[src/rtl/soc_ctrl_clk_rst_seq.sv]
// soc_ctrl_clk_rst_seq
//   Per-domain clock/reset sequencer. Turns one domain's software clock-enable
//   and reset request plus its PLL lock into an ordered clock-gate enable and
//   active-low domain reset. Reset is always held while the clock starts or
//   stops, and loss of lock drains the domain into FAULT.
//
// Ports
//   clk_i          system clock
//   srst_i         synchronous active-high reset
//   req_arst_n_i   requested domain reset (active-low)
//   req_clk_en_i   requested domain clock enable
//   pll_locked_i   domain PLL lock, already synchronous to clk_i
//   dom_arst_n_o   sequenced domain reset (active-low)
//   dom_clk_en_o   sequenced domain clock-gate enable
//   ready_o        domain running (RUN)
//   fault_o        domain faulted (FAULT)
//   state_o        state encoding for status readback
//
// state     | meaning
// ----------+------------------------------------------------------------
// OFF       | clock gated, reset asserted, idle
// WAIT_LOCK | waiting for LOCK_STABLE_CYC consecutive locked cycles
// HELD      | clock running, reset held for at least RST_HOLD_CYC
// RUN       | clock running, reset released
// DRAIN     | reset asserted, clock kept running CLK_OFF_DLY cycles
// FAULT     | lock timeout or lock loss; clear clk_en request to retry
module soc_ctrl_clk_rst_seq #(
  parameter int unsigned LOCK_STABLE_CYC = 16,
  parameter int unsigned RST_HOLD_CYC    = 8,
  parameter int unsigned CLK_OFF_DLY     = 4,
  parameter int unsigned LOCK_TIMEOUT    = 1024
) (
  input  logic       clk_i,
  input  logic       srst_i,
  input  logic       req_arst_n_i,
  input  logic       req_clk_en_i,
  input  logic       pll_locked_i,
  output logic       dom_arst_n_o,
  output logic       dom_clk_en_o,
  output logic       ready_o,
  output logic       fault_o,
  output logic [2:0] state_o
);

  typedef enum logic [2:0] {
    ST_OFF       = 3'd0,
    ST_WAIT_LOCK = 3'd1,
    ST_HELD      = 3'd2,
    ST_RUN       = 3'd3,
    ST_DRAIN     = 3'd4,
    ST_FAULT     = 3'd5
  } state_e;

  localparam int unsigned CNT_MAX =
    (LOCK_STABLE_CYC > RST_HOLD_CYC) ?
      ((LOCK_STABLE_CYC > CLK_OFF_DLY) ? LOCK_STABLE_CYC : CLK_OFF_DLY) :
      ((RST_HOLD_CYC > CLK_OFF_DLY) ? RST_HOLD_CYC : CLK_OFF_DLY);
  localparam int unsigned CNT_W = (CNT_MAX > 1) ? $clog2(CNT_MAX) : 1;
  localparam int unsigned TO_W  = (LOCK_TIMEOUT > 1) ? $clog2(LOCK_TIMEOUT) : 1;

  localparam logic [CNT_W-1:0] LOCK_LAST = CNT_W'(LOCK_STABLE_CYC - 1);
  localparam logic [CNT_W-1:0] HOLD_LAST = CNT_W'(RST_HOLD_CYC - 1);
  localparam logic [CNT_W-1:0] OFF_LAST  = CNT_W'(CLK_OFF_DLY - 1);
  localparam logic [TO_W-1:0]  TO_LAST   = TO_W'(LOCK_TIMEOUT - 1);

  state_e           state_q, state_d;
  logic [CNT_W-1:0] cnt_q, cnt_d;
  logic [TO_W-1:0]  to_cnt_q, to_cnt_d;
  logic             fault_pend_q, fault_pend_d;

  always_ff @(posedge clk_i) begin
    if (srst_i) begin
      state_q      <= ST_OFF;
      cnt_q        <= '0;
      to_cnt_q     <= '0;
      fault_pend_q <= 1'b0;
    end else begin
      state_q      <= state_d;
      cnt_q        <= cnt_d;
      to_cnt_q     <= to_cnt_d;
      fault_pend_q <= fault_pend_d;
    end
  end

  always_comb begin
    state_d      = state_q;
    cnt_d        = cnt_q;
    to_cnt_d     = to_cnt_q;
    fault_pend_d = fault_pend_q;

    case (state_q)
      ST_OFF: begin
        if (req_clk_en_i) state_d = ST_WAIT_LOCK;
      end
      ST_WAIT_LOCK: begin
        if (!req_clk_en_i) begin
          state_d = ST_OFF;
        end else if (pll_locked_i && (cnt_q == LOCK_LAST)) begin
          state_d = ST_HELD;
        end else if (to_cnt_q == TO_LAST) begin
          state_d = ST_FAULT;
        end else begin
          // Any unlocked cycle restarts the stability window.
          cnt_d    = pll_locked_i ? (cnt_q + 1'b1) : '0;
          to_cnt_d = to_cnt_q + 1'b1;
        end
      end
      ST_HELD: begin
        if (!pll_locked_i) begin
          state_d      = ST_DRAIN;
          fault_pend_d = 1'b1;
        end else if (!req_clk_en_i) begin
          state_d = ST_DRAIN;
        end else if (req_arst_n_i && (cnt_q >= HOLD_LAST)) begin
          state_d = ST_RUN;
        end else if (cnt_q < HOLD_LAST) begin
          cnt_d = cnt_q + 1'b1;
        end
      end
      ST_RUN: begin
        if (!pll_locked_i) begin
          state_d      = ST_DRAIN;
          fault_pend_d = 1'b1;
        end else if (!req_clk_en_i) begin
          state_d = ST_DRAIN;
        end else if (!req_arst_n_i) begin
          state_d = ST_HELD;
        end
      end
      ST_DRAIN: begin
        // Requests are ignored so a drain always runs to completion.
        if (cnt_q == OFF_LAST) begin
          state_d      = fault_pend_q ? ST_FAULT : ST_OFF;
          fault_pend_d = 1'b0;
        end else begin
          cnt_d = cnt_q + 1'b1;
        end
      end
      ST_FAULT: begin
        if (!req_clk_en_i) state_d = ST_OFF;
      end
      default: state_d = ST_OFF;
    endcase

    if (state_d != state_q) begin
      cnt_d    = '0;
      to_cnt_d = '0;
    end
  end

  always_comb begin
    dom_clk_en_o = 1'b0;
    dom_arst_n_o = 1'b0;
    ready_o      = 1'b0;
    fault_o      = 1'b0;
    case (state_q)
      ST_HELD, ST_DRAIN: dom_clk_en_o = 1'b1;
      ST_RUN: begin
        dom_clk_en_o = 1'b1;
        dom_arst_n_o = 1'b1;
        ready_o      = 1'b1;
      end
      ST_FAULT: fault_o = 1'b1;
      default: ;
    endcase
  end

  assign state_o = state_q;

endmodule

[config.mk]
export PLATFORM = sky130hd
export DESIGN_NAME = soc_ctrl_clk_rst_seq
export DESIGN_NICKNAME = d
export VERILOG_FILES = /design/src/rtl/soc_ctrl_clk_rst_seq.sv
export SDC_FILE = /design/constraint.sdc
export NUM_CORES = 1
export LEC_CHECK = 0
export CAP_MARGIN = 5
export CORE_MARGIN = 3
export CORE_UTILIZATION = 54
export CTS_CLUSTER_SIZE = 20
export DETAILED_ROUTE_END_ITERATION = 16
export GPL_ROUTABILITY_DRIVEN = 0
export PLACE_DENSITY = 0.77
export SLEW_MARGIN = 25
export SYNTH_ARGS = -nofsm -noshare
export SYNTH_HDL_FRONTEND = slang
export SYNTH_SLANG_ARGS = --single-unit
[constraint.sdc]
create_clock -name clk_i -period 2.6 [get_ports clk_i]
set_input_delay 0.65 -clock clk_i [delete_from_list [all_inputs] [get_ports clk_i]]
set_output_delay 0.65 -clock clk_i [all_outputs]
set_load 0.05 [all_outputs]
**Yosys cells after proc, flatten, opt, wreduce, memory -nomap -nowiden**

Cells that the tools add are included.

- Register bits: 18
- Bits of input ports: 5
- Output and inout bits: 7
- Word-level logic and storage cells: 70

- $add $sub $neg: 2
- Order comparisons: 2
- Equality and inequality tests: 19
- Multiplexer cells: 30
- Bitwise operators: 2
- Reduce and logical (&&, ||, !) cells: 11

Operators by type and width:

| cell | count |
|---|---|
| 2-to-1 mux 3 bit | 13 |
| 2-to-1 mux 4 bit | 9 |
| inequality test 2 bit (second input constant) | 10 |
| case mux 3 bit (6 select lines) | 1 |
| case mux 4 bit (3 select lines) | 1 |
| adder 10 x 1 -> 10 bit (second input constant) | 1 |
| equality test 10 bit (second input constant) | 1 |
| AND reduction 9 bit | 1 |
| equality test 3 x 2 -> 1 bit (second input constant) | 2 |
| equality test 3 bit (second input constant) | 2 |
| 2-to-1 mux 1 bit | 5 |
| adder 4 x 1 -> 4 bit (second input constant) | 1 |
| equality test 4 x 2 -> 1 bit (second input constant) | 1 |
| equality test 4 bit (second input constant) | 1 |
| >= comparator 4 x 3 -> 1 bit (second input constant) | 1 |
| < comparator 4 x 3 -> 1 bit (second input constant) | 1 |
| AND reduction 4 bit | 1 |
| OR reduction 2 bit | 2 |
| equality test 3 x 1 -> 1 bit (second input constant) | 1 |
| logical NOT 3 bit | 1 |
| inequality test 3 bit | 1 |
| AND reduction 3 bit | 1 |
| nonzero test 3 bit | 1 |
| OR reduction 3 bit | 1 |
| 4 further kinds | 6 |

**Depth between registers and ports, before layout**

- Depth in word-level cells: 8
- Mapped depth: 7
- Depth with buffers taken out: 6

**Least setup slack after synthesis**

OpenSTA, ideal clock, no wires.

- Path kind: reg-to-output
- From: register state_q[1] (netlist: state_o[1])
- To: output port ready_o
- Arrival: 2052 ps
- Data required time: 1950 ps
- Slack: -102 ps
- Cell stages (with the launch flop): 5
- Buffers on the path: 2
- Cell sequence: dfxtp_1 buf_2 nand2_1 nor2_1 buf_4

- Longest elaborated chain between the ends: 2

RTL lines:

| item | line | source |
|---|---|---|
| from (decl) | 66 | `state_e state_q, state_d;` |
| from (signal assigned) | 78 | `state_q <= state_d;` |
| equality test 3 x 2 -> 1 bit | - |  |
| 2-to-1 mux 1 bit | - |  |
| to (decl) | 40 | `output logic ready_o,` |

No other way between the ends.

**Worst setup path after layout**

- From: register state_q[1] (netlist: state_o[1])
- To: output port state_o[1]

RTL lines:

| item | line | source |
|---|---|---|
| to (decl) | 42 | `output logic [2:0] state_o` |

No word-level cell between the ends.

==> results by group <==
Outcome
  – Status: finished, final reports clean

STA
  – Final Hold Violating Endpoints: 0
  – Minimum clock period after layout: 2440 ps
  – Endpoints failing setup: 0
  – Final Max Tran Viols: 0
  – Setup TNS Final: 0 ps
  – Post-route setup slack: 156 ps
  – RSZ-0062 raised after global routing: no
  – Max Freq: 0.409 GHz
  – Worst slew pin tran: 634 ps
  – Tcrit/Tclk final: 0.940
  – Fin Clk Skew: 3.44 ps
  – Rel. slew slack: 0.574

Setup path
  – Worst setup EP type: output pin
  – Worst reg2reg path endpoint: to_cnt_q[9]
  – Delay-heaviest family, CP: buffers and inverters
  – Startpoint Class: register
  – Reg2reg start: state_o[2]
  – Critical Path Start: state_o[1]
  – R2R Setup Slk: 250 ps
  – Worst path arrival time: 1790 ps
  – Slowest CP cell: clkdlybuf4s50_1
  – Data required, critical path: 1950 ps
  – CP peak stage delay: 890 ps
  – Critical Path, Cell by Cell: clkdlybuf4s50_1
  – Setup crit end: state_o[1]
  – Worst-path maximum fanout: 14
  – WP depth: 1
  – Kind of critical path: register to output pin
  – FF-to-FF path depth: 5
  – Worst path bufs/invs: 1

Global routing
  – Largest net degree at the start of global routing: 15
  – Vias in the first global route: 913
  – First-pass GRT wire length: 4070 um
  – Initial antenna violation count: 0
  – Gr ovfl total: 0
  – GR Util All Layers: 0.202

Synth
  – Sequential-to-total area share from yosys stat: 0.330
  – Cell taking the most area after synthesis: dfxtp_1
  – Synth Instances: 136
  – Distinct cells, synth: 41
  – Main flop type after synthesis: dfxtp_1
  – Area contributors post-synth: dfxtp_1, xnor2_1, nor2_1
  – Number of synthesized flops with an enable pin: 0
  – Yosys warns: 0
  – Synthesized area per cell: 8.04 um2
  – Async S/R FF share, synth: 0
  – Seq cells post-synth: 18
  – Area share of the largest cell type after synthesis: 0.330
  – Mapped cell area: 1090 um2
  – Net Count, Synth: 143

Die
  – I/O pin total: 12
  – Die W: 51 um
  – Die H: 51 um
  – Die area: 2600 um2
  – Starting Density: 0.601
  – Cell Rows: 15
  – CORE AREA: 1820 um2

CTS
  – CTS Root Cell: clkbuf_4
  – TritonCTS Buffers: 3
  – Clock transition at path regs: 110 ps
  – Clock latency at the later pin of the worst-skew pair: 290 ps
  – H-tree depth: 1
  – Total setup buffers inserted after CTS: 0
  – Clk buf depth: 2
  – Total clock sinks: 18
  – TritonCTS clock tree: yes

Power and ir drop
  – Worst VDD drop: 0.325 mV
  – Overall power: 0.509 mW
  – Pwr/cell area: 406 nW/um2
  – Pleak: 0.428 nW

Cells and area
  – Commonest cells after routing, fill and taps aside: dfxtp_1, nor2_1, nand2_1
  – Register area: 360 um2
  – Area occupied by multi-input gates: 671 um2
  – Fillers: 141
  – Layout Cells excl Fill: 172
  – Layout cells sized above 1: 0.0952
  – Fin nets: 155
  – Most common cell after layout, fill and taps aside: dfxtp_1
  – Inserted Diodes: 0
  – Area Growth Syn to Fin: 14.6%
  – Final core occ: 0.689

Placement
  – Final HPWL DP: 1730 um
  – Cells after DPL: 168
  – Pre-CTS WS: 11.6 ps
  – I/O Buffers: 11

Detailed routing
  – Routed WL: 2360 um
  – Vias per cell: 6.19
  – Final ANT Viol Nets: 0
  – Drt wl/cell: 13.7 um
  – DR pass1 iterations: 4
  – DRC: 0
  – Initial drt markers: 34
  – Via count: 1065

Flow run
  – Max Cap Viol: 0

Hold path
  – Type of the tightest min-delay check: register to register
[layer usage]
| layer | vias up | global-route usage | wire, um | part of all wire |
|---|---|---|---|---|
| met1 | 488 | 0.291 | 1120 | 0.47 |
| li1 | 522 | - | - | - |
| met2 | 51 | 0.300 | 1080 | 0.46 |
| met3 | 4 | 0.0262 | 133 | 0.056 |
| met5 | - | 0 | 0 | 0 |
| met4 | 0 | 0.0807 | 34 | 0.014 |
[cell type report]
type / instances / share of cell area
Clock buffer: 4 / 0.0289
Inverter: 5 / 0.0150
Sequential cell: 18 / 0.287
Multi-Input combinational cell: 106 / 0.535
Timing Repair Buffer: 14 / 0.109
Tap cell: 25 / 0.0250
[cell families (layout without fill, tap and decap cells)]
kind of cell / count (synthesis) / after routing / synth area share
flops: 18 / 18 / 0.330
xor+xnor: 11 / 11 / 0.0881
simple gates: 66 / 66 / 0.335
fa+ha+maj: 2 / 2 / 0.0229
buf+inv: 12 / 23 / 0.0595
compound gates: 27 / 27 / 0.165
[flip-flops by register name (all words and copies together), names as in the netlist]
name and cells:
to_cnt_q 10, cnt_q 4, state_o 3, fault_pend_q 1
[power by group]
group | internal [mW] | total, mW | switching [mW] | leakage [nW]
Combinational | 0.0197 | 0.0509 | 0.0311 | 0.262
Sequential | 0.278 | 0.280 | 0.00267 | 0.145
Clock | 0.0853 | 0.177 | 0.0919 | 0.0210
[Yosys cell counts (2+ instances only)]
cell / number
dfxtp_1: 18
nor2_1: 17
nand2_1: 11
a21oi_1: 9
xnor2_1: 9
nand4_1: 7
nor3_1: 6
inv_1: 5
o21ai_0: 5
nor4_1: 4
buf_4: 3
or4_1: 3
a211oi_1: 2
and3_1: 2
and4_1: 2
clkbuf_1: 2
ha_1: 2
nand3_1: 2
nor3b_1: 2
o21a_1: 2
o31ai_1: 2
xor2_1: 2
[worst min-delay path by stage]
stage	startpoint	end	slack [ps]	cells after the start
2_1_floorplan	to_cnt_q[1]	to_cnt_q[1]	470	2
3_3_place_gp	to_cnt_q[1]	to_cnt_q[1]	490	2
3_5_place_dp	to_cnt_q[1]	to_cnt_q[1]	490	2
4_1_cts	to_cnt_q[1]	to_cnt_q[1]	510	2
5_1_grt	to_cnt_q[5]	to_cnt_q[5]	560	2
6_report	to_cnt_q[1]	to_cnt_q[1]	510	2
[timing repair]
action	CTS	global route
endpoints found under the setup margin	1	0
gates resized for setup	1	0
hold buffers	0	0
[stage by stage]
stage	area (um2)	hold WS (ps)
after floorplan	1100	470
after global placement	1220	489
after detailed placement	1220	491
after CTS	1250	508
after global routing	1250	563
final	1250	509
Note: power is estimated with default switching activity, not from simulation.
